**config.mk**
```make
export PLATFORM = sky130hd
export DESIGN_NAME = mem_lsu
export DESIGN_NICKNAME = d
export VERILOG_FILES = /design/src/rtl/mem_lsu.sv
export SDC_FILE = /design/constraint.sdc
export NUM_CORES = 1
export LEC_CHECK = 0
export CAP_MARGIN = 20
export CORE_AREA = 3 3 143 104
export DETAILED_ROUTE_END_ITERATION = 7
export DIE_AREA = 0 0 146 107
export GPL_TIMING_DRIVEN = 0
export HOLD_SLACK_MARGIN = 0.08
export PLACE_DENSITY = 0.8
export SLEW_MARGIN = 20
export SYNTH_ARGS = -nofsm -noshare
export SYNTH_HDL_FRONTEND = slang
export SYNTH_SLANG_ARGS = --single-unit
```
**constraint.sdc**
```tcl
create_clock -name clk -period 4.6 [get_ports clk]
set_input_delay 0.46 -clock clk [delete_from_list [all_inputs] [get_ports clk]]
set_output_delay 0.46 -clock clk [all_outputs]
set_load 0.1 [all_outputs]
```
**src/rtl/mem_lsu.sv**
```systemverilog
// mem_lsu: memory-access stage of the RISC-V pipeline.
// Non-memory ops pass straight through to WB. Aligned loads and stores run
// a single-outstanding req/ack bus transaction while the pipeline is
// stalled. The stage also steers byte lanes, sign/zero-extends load data,
// flags misaligned accesses and abandons accesses that are never acked.
//
// Ports:
//   clk, rst         clock, asynchronous active-low reset
//   wd_i/wreg_i      destination register and write enable from EX/MEM
//   wdata_i          EX result; effective address for memory ops
//   aluop_i          operation code
//   reg2_i           store data (rs2)
//   mem_rdata_i      bus read data, valid with mem_ack_i
//   mem_ack_i        bus acknowledge, one-cycle pulse
//   mem_req_o        bus request (registered)
//   mem_we_o         bus write enable (registered)
//   mem_addr_o       word-aligned bus address (registered)
//   mem_sel_o        byte-lane enables, bit n = byte n (registered)
//   mem_wdata_o      lane-replicated store data (registered)
//   wd_o/wreg_o      destination register and write enable to WB
//   wdata_o          write data to WB
//   stallreq_o       stall request to the pipeline controller
//   misalign_o       misaligned access detected this cycle
//   bus_err_o        access timed out; one-cycle pulse (registered)
module mem_lsu #(
  parameter int unsigned ACK_TIMEOUT = 255
) (
  input  logic        clk,
  input  logic        rst,
  input  logic [4:0]  wd_i,
  input  logic        wreg_i,
  input  logic [31:0] wdata_i,
  input  logic [7:0]  aluop_i,
  input  logic [31:0] reg2_i,
  input  logic [31:0] mem_rdata_i,
  input  logic        mem_ack_i,
  output logic        mem_req_o,
  output logic        mem_we_o,
  output logic [31:0] mem_addr_o,
  output logic [3:0]  mem_sel_o,
  output logic [31:0] mem_wdata_o,
  output logic [4:0]  wd_o,
  output logic        wreg_o,
  output logic [31:0] wdata_o,
  output logic        stallreq_o,
  output logic        misalign_o,
  output logic        bus_err_o
);

  localparam int unsigned CNT_W = 8;
  localparam logic [CNT_W-1:0] CNT_LAST = CNT_W'(ACK_TIMEOUT - 1);

  localparam logic [7:0] EXE_LB_OP  = 8'b1110_0000;
  localparam logic [7:0] EXE_LH_OP  = 8'b1110_0001;
  localparam logic [7:0] EXE_LW_OP  = 8'b1110_0011;
  localparam logic [7:0] EXE_LBU_OP = 8'b1110_0100;
  localparam logic [7:0] EXE_LHU_OP = 8'b1110_0101;
  localparam logic [7:0] EXE_SB_OP  = 8'b1110_1000;
  localparam logic [7:0] EXE_SH_OP  = 8'b1110_1001;
  localparam logic [7:0] EXE_SW_OP  = 8'b1110_1011;

  typedef enum logic [1:0] {
    S_IDLE = 2'd0,
    S_WAIT = 2'd1,
    S_DONE = 2'd2
  } state_t;

  state_t           r_state;
  state_t           w_state_nxt;
  logic [CNT_W-1:0] r_cnt;
  logic [31:0]      r_ld_data;
  logic             r_req;
  logic             r_we;
  logic [31:0]      r_addr;
  logic [3:0]       r_sel;
  logic [31:0]      r_wdata;
  logic             r_bus_err;

  logic        w_is_load;
  logic        w_is_store;
  logic        w_is_byte;
  logic        w_is_half;
  logic        w_is_word;
  logic        w_is_mem;
  logic        w_misalign;
  logic [3:0]  w_sel;
  logic [31:0] w_st_data;
  logic [7:0]  w_byte;
  logic [15:0] w_half;
  logic [31:0] w_ld_fmt;
  logic        w_issue;
  logic        w_ack_take;
  logic        w_timeout;

  // Opcode decode: direction and access size.
  always_comb begin
    w_is_load  = 1'b0;
    w_is_store = 1'b0;
    w_is_byte  = 1'b0;
    w_is_half  = 1'b0;
    w_is_word  = 1'b0;
    case (aluop_i)
      EXE_LB_OP, EXE_LBU_OP: begin w_is_load  = 1'b1; w_is_byte = 1'b1; end
      EXE_LH_OP, EXE_LHU_OP: begin w_is_load  = 1'b1; w_is_half = 1'b1; end
      EXE_LW_OP:             begin w_is_load  = 1'b1; w_is_word = 1'b1; end
      EXE_SB_OP:             begin w_is_store = 1'b1; w_is_byte = 1'b1; end
      EXE_SH_OP:             begin w_is_store = 1'b1; w_is_half = 1'b1; end
      EXE_SW_OP:             begin w_is_store = 1'b1; w_is_word = 1'b1; end
      default: ;
    endcase
  end

  assign w_is_mem   = w_is_load | w_is_store;
  assign w_misalign = (w_is_half & wdata_i[0]) | (w_is_word & (wdata_i[1:0] != 2'b00));

  // Byte-lane enables and replicated store data; loads use the same lanes.
  always_comb begin
    w_sel     = 4'b0000;
    w_st_data = reg2_i;
    if (w_is_byte) begin
      w_sel     = 4'b0001 << wdata_i[1:0];
      w_st_data = {4{reg2_i[7:0]}};
    end else if (w_is_half) begin
      w_sel     = wdata_i[1] ? 4'b1100 : 4'b0011;
      w_st_data = {2{reg2_i[15:0]}};
    end else if (w_is_word) begin
      w_sel     = 4'b1111;
    end
  end

  // Load lane extraction and extension.
  assign w_byte = mem_rdata_i[{wdata_i[1:0], 3'b000} +: 8];
  assign w_half = wdata_i[1] ? mem_rdata_i[31:16] : mem_rdata_i[15:0];

  always_comb begin
    w_ld_fmt = 32'h0;
    case (aluop_i)
      EXE_LB_OP:  w_ld_fmt = {{24{w_byte[7]}}, w_byte};
      EXE_LBU_OP: w_ld_fmt = {24'h0, w_byte};
      EXE_LH_OP:  w_ld_fmt = {{16{w_half[15]}}, w_half};
      EXE_LHU_OP: w_ld_fmt = {16'h0, w_half};
      EXE_LW_OP:  w_ld_fmt = mem_rdata_i;
      default:    w_ld_fmt = 32'h0;
    endcase
  end

  // FSM state register.
  always_ff @(posedge clk or negedge rst) begin
    if (!rst) r_state <= S_IDLE;
    else      r_state <= w_state_nxt;
  end

  // FSM next state; ack takes priority over timeout.
  always_comb begin
    w_state_nxt = r_state;
    w_issue     = 1'b0;
    w_ack_take  = 1'b0;
    w_timeout   = 1'b0;
    case (r_state)
      S_IDLE: begin
        if (w_is_mem && !w_misalign) begin
          w_issue     = 1'b1;
          w_state_nxt = S_WAIT;
        end
      end
      S_WAIT: begin
        if (mem_ack_i) begin
          w_ack_take  = 1'b1;
          w_state_nxt = S_DONE;
        end else if (r_cnt == CNT_LAST) begin
          w_timeout   = 1'b1;
          w_state_nxt = S_DONE;
        end
      end
      S_DONE:  w_state_nxt = S_IDLE;
      default: w_state_nxt = S_IDLE;
    endcase
  end

  // Bus registers, timeout counter, captured load data and error pulse.
  always_ff @(posedge clk or negedge rst) begin
    if (!rst) begin
      r_cnt     <= '0;
      r_ld_data <= '0;
      r_req     <= 1'b0;
      r_we      <= 1'b0;
      r_addr    <= '0;
      r_sel     <= '0;
      r_wdata   <= '0;
      r_bus_err <= 1'b0;
    end else begin
      if (w_issue) begin
        r_cnt   <= '0;
        r_req   <= 1'b1;
        r_we    <= w_is_store;
        r_addr  <= {wdata_i[31:2], 2'b00};
        r_sel   <= w_sel;
        r_wdata <= w_st_data;
      end else if (r_state == S_WAIT) begin
        r_cnt <= r_cnt + CNT_W'(1);
      end
      if (w_ack_take) begin
        r_ld_data <= w_ld_fmt;
      end
      if (w_ack_take || w_timeout) begin
        r_req <= 1'b0;
      end
      if (w_timeout) begin
        r_bus_err <= 1'b1;
      end else if (r_state == S_DONE) begin
        r_bus_err <= 1'b0;
      end
    end
  end

  // WB-side outputs and stall; all forced low while reset is held.
  always_comb begin
    wd_o       = wd_i;
    wreg_o     = wreg_i;
    wdata_o    = wdata_i;
    stallreq_o = 1'b0;
    misalign_o = 1'b0;
    case (r_state)
      S_IDLE: begin
        if (w_is_mem) begin
          wreg_o = 1'b0;
          if (w_misalign) misalign_o = 1'b1;
          else            stallreq_o = 1'b1;
        end
      end
      S_WAIT: begin
        wreg_o     = 1'b0;
        stallreq_o = 1'b1;
      end
      S_DONE: begin
        wdata_o = r_ld_data;
        wreg_o  = w_is_load & wreg_i & ~r_bus_err;
      end
      default: ;
    endcase
    if (!rst) begin
      wd_o       = 5'h0;
      wreg_o     = 1'b0;
      wdata_o    = 32'h0;
      stallreq_o = 1'b0;
      misalign_o = 1'b0;
    end
  end

  assign mem_req_o   = r_req;
  assign mem_we_o    = r_we;
  assign mem_addr_o  = r_addr;
  assign mem_sel_o   = r_sel;
  assign mem_wdata_o = r_wdata;
  assign bus_err_o   = r_bus_err;

endmodule

```
==> run metrics <==
status=finished, final reports clean; maximum vdd drop=about 0.00042 V; max cap viols=0; DP HPWL=14.6 mm; Hold/Removal Path Class=reg -> reg; Sink Count=between 100 and 150; Initial Util=roughly 44%; Post-Syn Area=~6100 um^2; Hold Fails Final Rpt=0; Arrival @ worst endpoint=slightly below 4 ns; dpl ws=approximately 0.24 ns; FFs w/ async S/R, synth=between 90% and 100%; commonest non-fill, non-tap cells in the layout=208 x clkdlybuf4s50_1, 111 x dfrtp_1, 88 x nand2_1; worst-path maximum fanout=slightly above 80; average wire per cell in the routed design=around 20 um; Vias=about 5.2k; slowest stage cell on the critical path=clkdlybuf4s50_1; overall power=~4200 uW; ys flop type=dfrtp_1; first-pass GRT wire length=approximately 30 mm; Storage cell area=roughly 2800 um^2; setup bufs post-CTS=0; Routed Antenna Nets=0; drc violations=0; area of the multi-input gates=between 3000 and 4000 um^2; Util after Layout=approximately 65%; FF+latch count, synth=111; Max Slew Vio Count=0; Post-synth EDFFs=0; sequential-to-total area share from yosys stat=a little under half; Critical Path RT=4.14 ns; CTS tree=done; min cycle time layout=roughly 4.4 ns; Synth cell types=58; P&R area growth vs syn=45.6%; Mean Syn Cell Area=11.3 um^2; fillcell total=1086; core area=roughly 14000 um^2; row count=36; Synth Instances=~540; layout cells sized above 1=between 10% and 20%; Buf/Inv on CP=6; worst hold margin=between 0.4 and 0.5 ns; RSZ-0062 raised after global routing=false; Setup Skew=between 0.007 and 0.008 ns; # H-tree levels=3; crit-path leading delay family=buffers and inverters; Final Wtd Congestion=0.933; Worst path most repeated cell=clkbuf_1; P per Cell Area=roughly 470 nW/um^2; nature of the critical path startpoint=input pin; Worst Tran Pin Value=1.04 ns; die height=~110 um; die width=roughly 150 um; initial antenna violation count=0; TNS Setup=0 ns; worst skew pair latency=between 0.3 and 0.4 ns; Reg clk slew, reported paths=0.08 ns; cells along the critical path=dlygate4sd3_1 -> buf_6 -> buf_16 -> clkbuf_1 -> clkbuf_1 -> and2_1 -> clkdlybuf4s50_1; Setup WS post-layout=0.185 ns; initial drt markers=320; crit share post-route=between 90% and 100%; via-per-instance ratio=5.40; max frequency=227 MHz; Final setup viols=0; total CTS buffers=9; IO Pins=224; Total Routing Usage GR=between 20% and 30%; final-stage net count=882; vias in the first global route=around 5.4k; diodes inserted=0; largest net degree at the start of global routing=83; slew margin rel.=30.4%; # port buffers=roughly 220; wirelength, routed=~19 mm; commonest non-fill, non-tap cell in the layout=clkdlybuf4s50_1; leakage power=around 0.0039 uW; DRT Pass-1 Iters=7; YS warnings=0; Die Area=around 16000 um^2; post-synth top area share=~46%; area leader, netlist=dfrtp_1; Root Buffer=clkbuf_16; Max stage delay on crit path=approximately 1.1 ns; Crit. End Element=primary output; CTS Buffer Depth=2; critical path class=in -> out; Synth area leaders=dfrtp_1 46%, mux2_2 14%, nand2_1 5.4%, mux2_4 5.0%, a21boi_0 4.0%; GRT overflow=0
[sequential cells by signal, summed over array words and instances, names as in the netlist]
register and cells:
mem_we_o 1, mem_req_o 1, mem_addr_o 30, r_cnt 8, r_ld_data 32, r_state 2
bus_err_o 1, mem_wdata_o 32, mem_sel_o 4
[worst register-to-register path: cells and delay by family, from the launching register on]
family / cells / cell delay (ns)
flip-flops: 1 / 0.36
AO/OA/AOI/OAI: 1 / 0.26
buffers and inverters: 2 / 0.33
AND/OR/NAND/NOR: 2 / 1.37
[cell usage after synthesis, types with 2 or more instances]
library cell and number:
a21boi_0 32, o22ai_1 2, o211ai_1 2, a21oi_1 6, a221oi_1 7, buf_2 9
inv_1 10, a22o_1 2, nor3_1 5, and4b_1 3, buf_6 8, mux4_2 8
a221o_1 16, a222oi_1 6, clkbuf_1 25, o2bb2ai_1 2, dfrtp_1 111, nor4_1 3
ha_1 2, nor2b_1 6, mux2i_1 4, nand2b_1 7, and2_1 5, buf_1 2
nand2_1 88, buf_4 2, nor2_1 12, mux2_2 73, o31ai_1 6, o21ai_0 14
nand3b_1 2, mux2_1 7, mux2_4 20, nand3_1 4
[cell type report]
type,instances,share of cell area [%]
Inverter,10,0.425
Timing Repair Buffer,220,25.4
Sequential cell,111,31.5
Multi-Input combinational cell,369,34.0
Buffer,46,2.85
Clock buffer,9,2.55
Clock inverter,7,0.624
Tap cell,190,2.69
[worst paths after layout]
path	start	to	slack [ns]	cells past startpoint
min	r_ld_data[0]$_DFFE_PN0P_	r_ld_data[0]$_DFFE_PN0P_	0.47	2
max in group asynchronous	rst	r_ld_data[20]$_DFFE_PN0P_	3.33	3
min in group asynchronous	rst	mem_addr_o[8]$_DFFE_PN0P_	0.55	2
max	rst	wd_o[0]	0.18	7
max reg2reg	r_state[1]$_DFFE_PN0P_	r_ld_data[2]$_DFFE_PN0P_	2.22	5
min reg2reg	r_ld_data[0]$_DFFE_PN0P_	r_ld_data[0]$_DFFE_PN0P_	0.47	2
[layer usage]
metal	vias to the layer above	track usage [%]	routed length, um
met4	0	5.77	358
met2	219	37.9	8900
met5	-	0	0
met3	28	6.51	1440
met1	2536	32.1	8320
li1	2413	-	-
[where the power goes]
group          leakage, uW  switching (uW)  internal, uW
sequential         0.00144             115          1160
combinational      0.00228            1590           579
clock             0.000138             374           375
total              0.00385            2080          2110
[through the flow]
| stage | std cells | area (um^2) |
|---|---|---|
| after floorplan | 536 | 6070 |
| after global placement | 944 | 8490 |
| after detailed placement | 945 | 8520 |
| after CTS | 962 | 8810 |
| after global routing | 962 | 8830 |
| final | 962 | 8830 |
[cell families (layout without fill, tap and decap cells)]
kind of cell / after synthesis / after routing / synth area share [%]
DFF: 111 / 111 / 45.8
and+or+nand+nor: 144 / 144 / 11.2
muxes: 112 / 112 / 23.4
other: 1 / 2 / 0.0618
AOI/OAI and AO/OA: 108 / 108 / 14.2
buffers and inverters: 56 / 292 / 4.77
adders and majority gates: 2 / 2 / 0.413
xor gates and xnor gates: 1 / 1 / 0.144
[timing repair]
action,CTS,global route
endpoints found under the hold margin,31,0
gates resized for setup,0,9
hold buffers,1,0
setup endpoints to repair,0,9
Power figures use the tool's default switching activity.
